==> src/rtl/cplx_mult_sched.sv <==
// Shares one cplx_mult between N_REQ lanes: round-robin grant, 2-cycle issue, tag-tracked result return.
// Latency: handshake at t -> operands valid at t+1 -> o_rsp_valid at t+2+MULT_LAT.
// Backpressure: at most one ready bit, never in the cooldown cycle; responses cannot be stalled.
module cplx_mult_sched #(
    parameter int N_REQ    = 4,
    parameter int ID_W     = 2,
    parameter int MULT_LAT = 3
) (
    input  logic                      clk,
    input  logic                      rst_n,
    input  logic [N_REQ-1:0]          i_req_valid,
    output logic [N_REQ-1:0]          o_req_ready,
    input  logic [N_REQ*72-1:0]       i_req_data,
    output logic                      o_u1_mult_valid,
    output logic signed [17:0]        o_s18_AR,
    output logic signed [17:0]        o_s18_AI,
    output logic signed [17:0]        o_s18_BR,
    output logic signed [17:0]        o_s18_BI,
    input  logic                      i_u1_mult_valid_out,
    input  logic signed [47:0]        i_s48_R,
    input  logic signed [47:0]        i_s48_I,
    output logic [N_REQ-1:0]          o_rsp_valid,
    output logic signed [47:0]        o_s48_rsp_R,
    output logic signed [47:0]        o_s48_rsp_I,
    output logic                      o_u1_idle,
    output logic                      o_u1_err
);

    localparam int CNT_W = ID_W + 2;
    localparam logic [ID_W:0]   N_REQ_W = (ID_W + 1)'(N_REQ);
    localparam logic [ID_W-1:0] LAST_ID = ID_W'(N_REQ - 1);

    typedef enum logic {ACCEPT, COOL} state_t;

    typedef struct packed {
        logic            v;
        logic [ID_W-1:0] id;
    } tag_t;

    typedef struct packed {
        logic signed [17:0] ar;
        logic signed [17:0] ai;
        logic signed [17:0] br;
        logic signed [17:0] bi;
    } opnd_t;

    state_t                 state_q, state_d;
    logic [ID_W-1:0]        ptr_q, ptr_d;
    opnd_t                  opnd_q, opnd_d;
    logic [ID_W-1:0]        id_q, id_d;
    logic                   mult_vld_q, mult_vld_d;
    tag_t [MULT_LAT-1:0]    tag_q, tag_d;
    logic [N_REQ-1:0]       rsp_vld_q, rsp_vld_d;
    logic signed [47:0]     rsp_r_q, rsp_r_d;
    logic signed [47:0]     rsp_i_q, rsp_i_d;
    logic [CNT_W-1:0]       cnt_q, cnt_d;
    logic                   err_q, err_d;

    logic                   gnt_found;
    logic [ID_W-1:0]        gnt_id;
    logic [N_REQ-1:0]       rdy;
    logic                   hs;
    logic                   rsp_fire;
    opnd_t                  sel_opnd;
    tag_t                   last_tag;

    // Search lanes starting at the pointer, wrapping modulo N_REQ.
    always_comb begin
        logic [ID_W:0] cand;
        cand      = '0;
        gnt_found = 1'b0;
        gnt_id    = '0;
        for (int i = 0; i < N_REQ; i++) begin
            cand = {1'b0, ptr_q} + (ID_W + 1)'(i);
            if (cand >= N_REQ_W) begin
                cand = cand - N_REQ_W;
            end
            if (!gnt_found && i_req_valid[cand[ID_W-1:0]]) begin
                gnt_found = 1'b1;
                gnt_id    = cand[ID_W-1:0];
            end
        end
    end

    always_comb begin
        rdy = '0;
        if (state_q == ACCEPT && gnt_found) begin
            rdy[gnt_id] = 1'b1;
        end
    end

    assign hs       = (state_q == ACCEPT) && gnt_found;
    assign sel_opnd = i_req_data[int'(gnt_id) * 72 +: 72];
    assign last_tag = tag_q[MULT_LAT-1];
    assign rsp_fire = last_tag.v && i_u1_mult_valid_out;

    always_comb begin
        state_d    = state_q;
        ptr_d      = ptr_q;
        opnd_d     = opnd_q;
        id_d       = id_q;
        mult_vld_d = 1'b0;
        case (state_q)
            ACCEPT: begin
                if (hs) begin
                    opnd_d     = sel_opnd;
                    id_d       = gnt_id;
                    mult_vld_d = 1'b1;
                    ptr_d      = (gnt_id == LAST_ID) ? '0 : gnt_id + ID_W'(1);
                    state_d    = COOL;
                end
            end
            COOL: begin
                state_d = ACCEPT;
            end
            default: begin
                state_d = ACCEPT;
            end
        endcase
    end

    // Stage 0 captures the issue cycle so the last stage lines up with the multiplier output.
    always_comb begin
        tag_d       = tag_q;
        tag_d[0].v  = mult_vld_q;
        tag_d[0].id = id_q;
        for (int i = 1; i < MULT_LAT; i++) begin
            tag_d[i] = tag_q[i-1];
        end
    end

    always_comb begin
        rsp_vld_d = '0;
        rsp_r_d   = rsp_r_q;
        rsp_i_d   = rsp_i_q;
        if (rsp_fire) begin
            rsp_vld_d[last_tag.id] = 1'b1;
            rsp_r_d                = i_s48_R;
            rsp_i_d                = i_s48_I;
        end
        err_d = err_q | (last_tag.v ^ i_u1_mult_valid_out);
        case ({hs, rsp_fire})
            2'b10:   cnt_d = cnt_q + CNT_W'(1);
            2'b01:   cnt_d = cnt_q - CNT_W'(1);
            default: cnt_d = cnt_q;
        endcase
    end

    always_ff @(posedge clk or negedge rst_n) begin
        if (!rst_n) begin
            state_q    <= ACCEPT;
            ptr_q      <= '0;
            opnd_q     <= '0;
            id_q       <= '0;
            mult_vld_q <= 1'b0;
            tag_q      <= '0;
            rsp_vld_q  <= '0;
            rsp_r_q    <= '0;
            rsp_i_q    <= '0;
            cnt_q      <= '0;
            err_q      <= 1'b0;
        end else begin
            state_q    <= state_d;
            ptr_q      <= ptr_d;
            opnd_q     <= opnd_d;
            id_q       <= id_d;
            mult_vld_q <= mult_vld_d;
            tag_q      <= tag_d;
            rsp_vld_q  <= rsp_vld_d;
            rsp_r_q    <= rsp_r_d;
            rsp_i_q    <= rsp_i_d;
            cnt_q      <= cnt_d;
            err_q      <= err_d;
        end
    end

    assign o_req_ready     = rdy;
    assign o_u1_mult_valid = mult_vld_q;
    assign o_s18_AR        = opnd_q.ar;
    assign o_s18_AI        = opnd_q.ai;
    assign o_s18_BR        = opnd_q.br;
    assign o_s18_BI        = opnd_q.bi;
    assign o_rsp_valid     = rsp_vld_q;
    assign o_s48_rsp_R     = rsp_r_q;
    assign o_s48_rsp_I     = rsp_i_q;
    assign o_u1_idle       = (cnt_q == '0) && (state_q == ACCEPT);
    assign o_u1_err        = err_q;

endmodule

==> config.mk <==
export PLATFORM = sky130hd
export DESIGN_NAME = cplx_mult_sched
export DESIGN_NICKNAME = d
export VERILOG_FILES = /design/src/rtl/cplx_mult_sched.sv
export SDC_FILE = /design/constraint.sdc
export NUM_CORES = 1
export LEC_CHECK = 0
export CAP_MARGIN = 5
export CORE_AREA = 3 3 221 223
export CTS_BUF_LIST = sky130_fd_sc_hd__clkbuf_4 sky130_fd_sc_hd__clkbuf_8
export DETAILED_ROUTE_END_ITERATION = 12
export DIE_AREA = 0 0 224 226
export SLEW_MARGIN = 15
export SYNTH_ARGS = -nofsm -noshare
export SYNTH_HDL_FRONTEND = slang
export SYNTH_SLANG_ARGS = --single-unit
export TNS_END_PERCENT = 5
==> constraint.sdc <==
create_clock -name clk -period 4.8 [get_ports clk]
set_clock_uncertainty 0.2 [all_clocks]
set_input_delay 0.48 -clock clk [delete_from_list [all_inputs] [get_ports clk]]
set_output_delay 0.48 -clock clk [all_outputs]
set_load 0.02 [all_outputs]
# ---- After elaboration in Yosys (flattened, before gate mapping)
# Index checks and enable logic that the tools add are counted.
dict set report op_classes {
  addsub 10
  multipliers 1
  n_lt_le_gt_ge 12
  eq_ne 3
  shift 1
  muxes 31
  bitwise_logic 3
  n_reduce_logical 14
}
# op count
set op_table {}
lappend op_table {{$shiftx A288 B10 Y72} 1}
lappend op_table {{$lt A2 B3 Y1 const B} 6}
lappend op_table {{$mux W2} 9}
lappend op_table {{$mux W1} 12}
lappend op_table {{$ge A3 B3 Y1 const B} 3}
lappend op_table {{$bmux W1 S2} 4}
lappend op_table {{$logic_and A1 B1 Y1} 8}
lappend op_table {{$mux W4} 2}
lappend op_table {{$pmux W4 S2} 1}
lappend op_table {{$sub A2 B1 Y2 const B} 4}
lappend op_table {{$add A2 B2 Y3 const B} 2}
lappend op_table {{$mul A2 B4 Y6 const B} 1}
lappend op_table {{$add A4 B1 Y4 const B} 1}
lappend op_table {{$demux W1 S2} 2}
lappend op_table {{$eq A2 B2 Y1 const B} 2}
lappend op_table {{$ge A2 B1 Y1 const B} 2}
lappend op_table {{$logic_not A4 Y1} 1}
lappend op_table {{$sub A4 B1 Y4 const B} 1}
lappend op_table {{$add A2 B1 Y3 const B} 1}
lappend op_table {{$ge A2 B3 Y1 const B} 1}
lappend op_table {{$logic_not A1 Y1} 3}
lappend op_table {{$add A2 B1 Y2 const B} 1}
lappend op_table {{$eq A2 B1 Y1 const B} 1}
lappend op_table {{$pmux W1 S2} 1}
lappend op_table {{5 further kinds} 5}
dict set report totals {
  register_bits 192
  inputBits 391
  elab_cells 94
}

# ---- Logic depth before layout (Yosys ltp)
dict set report depth {
  word_depth 19
  mapped_depth 11
  ltp_nobuf 9
}

# ---- Worst setup path before layout
# Ideal clock, no wire load.
dict set report synth_timing {
  kind {input -> register}
  start {in i_req_valid[1]}
  end {reg cnt_q[2]}
  arrival_time_ps 2135
  required_ps 4475
  path_slack_ps 2340
  stages 11
  n_path_buf 2
  cell_sequence {nor2_1 a21o_1 buf_2 clkbuf_1 ha_1 xor2_1 ha_1 a21oi_1 xor2_1 nor2_1 xor2_1}
}
dict set report synth_via {
  elab_chain_cells 15
  word_cells_on_any_way 23
}
# item line
set synth_lines {}
lappend synth_lines {{start: declaration} 11} ;# input logic [N_REQ-1:0] i_req_valid,
lappend synth_lines {{$bmux W1 S2} 78} ;# if (!gnt_found && i_req_valid[cand[ID_W-1:0]]) begin
lappend synth_lines {{$mux W1 (not written as such)} 78}
lappend synth_lines {{$mux W1} 78}
lappend synth_lines {{$logic_not A1 Y1} 78}
lappend synth_lines {{$logic_and A1 B1 Y1} 78}
lappend synth_lines {{$mux W1} 78}
lappend synth_lines {{$logic_not A1 Y1} 78}
lappend synth_lines {{$logic_and A1 B1 Y1} 78}
lappend synth_lines {{$mux W1} 78}
lappend synth_lines {{$logic_not A1 Y1} 78}
lappend synth_lines {{$logic_and A1 B1 Y1} 78}
lappend synth_lines {{$mux W1 *} 78}
lappend synth_lines {{$logic_and A1 B1 Y1 *} 92} ;# assign hs = (state_q == ACCEPT) && gnt_found;
lappend synth_lines {{$eq A2 B1 Y1 or $eq A2 B2 Y1 (tied branches)} 142} ;# case ({hs, rsp_fire})
lappend synth_lines {{$pmux W4 S2 or $reduce_bool A2 Y1 (tied branches)} n/a}
lappend synth_lines {{end signal: assignment} 172} ;# cnt_q <= cnt_d;
lappend synth_lines {{end: declaration} 56} ;# logic [CNT_W-1:0] cnt_q, cnt_d;
# Mark *: on every way between the ends. The rest lies on a longest branch, timed or not. The select of a mux whose other input is x is not followed.
# A chain may end at the register's enable or synchronous reset.

# ---- Worst setup path in the final report
dict set report layout_timing {
  start {in i_req_valid[1]}
  end {out o_req_ready[1]}
}
dict set report layout_via {
  elab_chain_cells 17
  word_cells_on_any_way 29
}
# item line
set layout_lines {}
lappend layout_lines {{$bmux W1 S2} 78}
lappend layout_lines {{$mux W1 (not written as such)} 78}
lappend layout_lines {{$mux W1} 78}
lappend layout_lines {{$logic_not A1 Y1} 78}
lappend layout_lines {{$logic_and A1 B1 Y1} 78}
lappend layout_lines {{$mux W1} 78}
lappend layout_lines {{$logic_not A1 Y1} 78}
lappend layout_lines {{$logic_and A1 B1 Y1} 78}
lappend layout_lines {{[2 not listed]} n/a}
lappend layout_lines {{$logic_and A1 B1 Y1} 78}
lappend layout_lines {{$mux W2 *} 78}
lappend layout_lines {{via gnt_id[1]} 60} ;# logic [ID_W-1:0] gnt_id;
lappend layout_lines {{$lt A2 B3 Y1 (not written as such) or $ge A2 B1 Y1 (tied branches)} 88} ;# rdy[gnt_id] = 1'b1;
lappend layout_lines {{$logic_and A1 B1 Y1 (not written as such)} 88}
lappend layout_lines {{$mux W1 (not written as such)} 88}
lappend layout_lines {{$demux W1 S2 *} 88}
lappend layout_lines {{$mux W4 *} 87} ;# if (state_q == ACCEPT && gnt_found) begin
lappend layout_lines {{end: declaration} 12} ;# output logic [N_REQ-1:0] o_req_ready,
# The timed path passes the listed nets; every way through them passes the cells marked *. The select of a mux whose other input is x is not followed.

==> metrics.md <==
| Metric | Value |
|---|---|
| Status | completed |
| Die width | 224 um |
| Critical Path End Type | primary output |
| Power Total | 7870 uW |
| Hold_sp | tag_d[8] |
| Root Buffer | clkbuf_8 |
| VDD IR max | 0.313 mV |
| Seq/Total Area, Yosys | 52.6% |
| CTS tree | yes |
| Int Power | 4720 uW |
| Fill cell count | 4698 |
| Top cell type's share of synthesized area | 52.6% |
| Tcrit/Tclk final | 69.6% |
| RSZ-0062 raised after global routing | no |
| Async S/R FF share, synth | 100% |
| Wire length on met1 | 13.3 mm |
| Die Ht | 226 um |
| Row cnt | 79 |
| Synth Area per Inst | 13.2 um^2 |
| Worst skew pair latency | 0.55 ns |
| Ys flop type | dfrtp_1 |
| Slew margin rel. | 37.9% |
| Power Dens Cells | 501 nW/um^2 |
| Largest cells by area after synthesis | dfrtp_1 53%, mux2i_1 16%, mux2_2 12% |
| Crit-path max FO | 4 |
| Vias in the first global route | 8468 |
| Min-delay worst type | flip-flop to flip-flop |
| Setup TNS | 0 ns |
| CP Launch Point | i_req_valid[1] |
| Pre-Repair DR Iteration Count | 4 |
| Crit path time final | 3.34 ns |
| Clk network pwr share | 14.4% |
| Number of setup violations in the final report | 0 |
| Final nets | 1633 |
| Most frequent cells in the layout | 568 x clkdlybuf4s50_1, 191 x dfrtp_1, 144 x mux2i_1 |
| RR Startpoint | ptr_q[0] |
| Max-slew violations | 0 |
| # DRC | 0 |
| Count of cell types in the netlist | 35 |
| Multi-input gate area | 3970 um^2 |
| First-pass GRT wire length | 52.0 mm |
| TritonCTS sink count | 191 |
| Highest metal used | met4 |
| Non-Filler Instances | 1854 |
| Post-synth EDFFs | 0 |
| Leading area contributor after synthesis | dfrtp_1 |
| Metal2 WL | 18.3 mm |
| Largest net degree at the start of global routing | 113 |
| Metal3 WL | 3.35 mm |
| HPWL Detailed | 28.3 mm |
| Port Buf Inserts | 569 |
| Deepest clock path buffer count | 2 |
| Max cap viols | 0 |
| Yosys Warn Count | 0 |
| Initial core utilization | 19.4% |
| WL/cell | 19.3 um |
| Mapped cell area | 9080 um^2 |
| Power share of the sequential group | 32.8% |
| Remaining Overflow, GRT | 0 |
| Slew @ Worst Pin | 0.931 ns |
| Post-CTS Resized | 0 |
| Core area | 46800 um^2 |
| Commonest non-fill, non-tap cell in the layout | clkdlybuf4s50_1 |
| Fmax achieved | 299 MHz |
| Pleak | 0.00656 uW |
| Crit path DAT | 2.66 ns |
| IO Count | 570 |
| Initial antenna violation count | 1 |
| Share of cells above drive strength 1 | 12.7% |
| Dpl cells | 1821 |
| Net count after synthesis | 1085 |
| Die area | 50600 um^2 |
| Final hold viol count | 0 |
| Gate power share | 52.8% |
| Cells after Synth | 686 |
| Register area | 4780 um^2 |
| Area Overhead vs Synth | 73.3% |
| WL final | 35.7 mm |
| Gr usage total | 13.8% |
| Worst Setup Start Kind | input pin |
| Crit Path Category | input pin to primary output |
| WP data required | 4.12 ns |
| Iteration-0 DRC count of the detailed router | 283 |
| Total CTS buffers | 17 |
| Vias per cell | 4.20 |
| Clock transition at path regs | 0.12 ns |
| #FFs+latches synth | 191 |
| Via count | 7789 |
| Switching power share of the total | 40.1% |
| Antenna Nets Post-Route | 0 |
| Net switching power | 3160 uW |
| CTS H-tree lvls | 4 |
| Gpl congestion | 0.767 |
[worst max-delay path, stage by stage]
cell,delay [ns]
clkdlybuf4s50_1,0.57
nor2b_1,0.09
a21boi_1,0.14
o32a_4,0.41
inv_2,0.10
ha_1,0.15
and2_1,0.11
clkdlybuf4s50_1,0.60
[power by group through the flow]
stage	logic [uW]	clock network [uW]	registers, uW
after floorplan	1600	0	3250
after global placement	4200	0	2600
after detailed placement	4240	0	2630
after CTS	4250	1200	2600
after global routing	4430	1240	2670
final	4160	1130	2580
[kinds of logic after synthesis]
| logic type | count (synthesis) | synth area share (%) |
|---|---|---|
| simple gates | 103 | 4.93 |
| flops | 191 | 52.6 |
| fa+ha+maj | 8 | 1.10 |
| mux | 242 | 28.0 |
| compound gates | 84 | 8.74 |
| buf+inv | 53 | 4.07 |
| xor+xnor | 5 | 0.482 |
[registers in the layout, summed over array words and instances, names as in the netlist, 4 cells and up]
signal,cells
o_s18_BR,18
o_s18_AI,18
o_s48_rsp_I,48
tag_d,6
o_s18_BI,18
o_s48_rsp_R,48
o_s18_AR,18
o_rsp_valid,4
cnt_q,4
[what timing repair did]
item,CTS,global route
setup endpoints to repair,0,0
endpoints found under the hold margin,79,0
hold buffers,1,0
setup buffers,0,0
[Yosys cell counts (4+ instances only)]
cell type    n
nand2_1     79
ha_1         8
buf_6       20
nor2b_1      4
xor2_1       4
mux2_2      98
buf_2       10
nor2_1       7
and2_1       4
clkbuf_1    18
o221ai_2    11
dfrtp_1    191
o221ai_1    62
mux2i_1    144
[final cells by class]
type	count	share of cell area, %
diodes	1	0.0159
clock buffers	17	1.49
clock inverters	14	1.11
inverters	3	0.0716
multi-input cells	442	25.2
flip-flops and latches	191	30.4
well taps	607	4.83
repair buffers	579	36.9
[routing by layer]
layer	global-route usage, %	vias to the layer above
met3	5.20	39
met5	0	-
li1	-	3650
met2	24.4	401
met1	15.2	3699
met4	4.77	0
[per-stage QoR]
step	worst slack, ns	cell area (um^2)	util [%]	hold slack (ns)
finish	1.46	15700	33.6	0.161
global route	1.36	15700	33.6	0.160
CTS	1.46	15700	33.6	0.165
detailed placement	1.20	15300	32.7	0.138
global placement	1.28	15300	32.7	0.133
floorplan	2.34	9080	-	-0.0156
[path summary, 6_finish.rpt]
| path | endpoint | slack, ns | cells past startpoint |
|---|---|---|---|
| hold reg to reg | last_tag[2] | 0.16 | 0 |
| setup / recovery | o_req_ready[1] | 1.46 | 8 |
| max in group asynchronous | o_s18_BR[12] | 2.93 | 3 |
| setup reg to reg | o_s18_BI[16] | 1.78 | 7 |
| min in group asynchronous | o_s48_rsp_R[30] | 0.30 | 2 |
| hold / removal | last_tag[2] | 0.16 | 0 |
(Power assumes the default switching activity.)
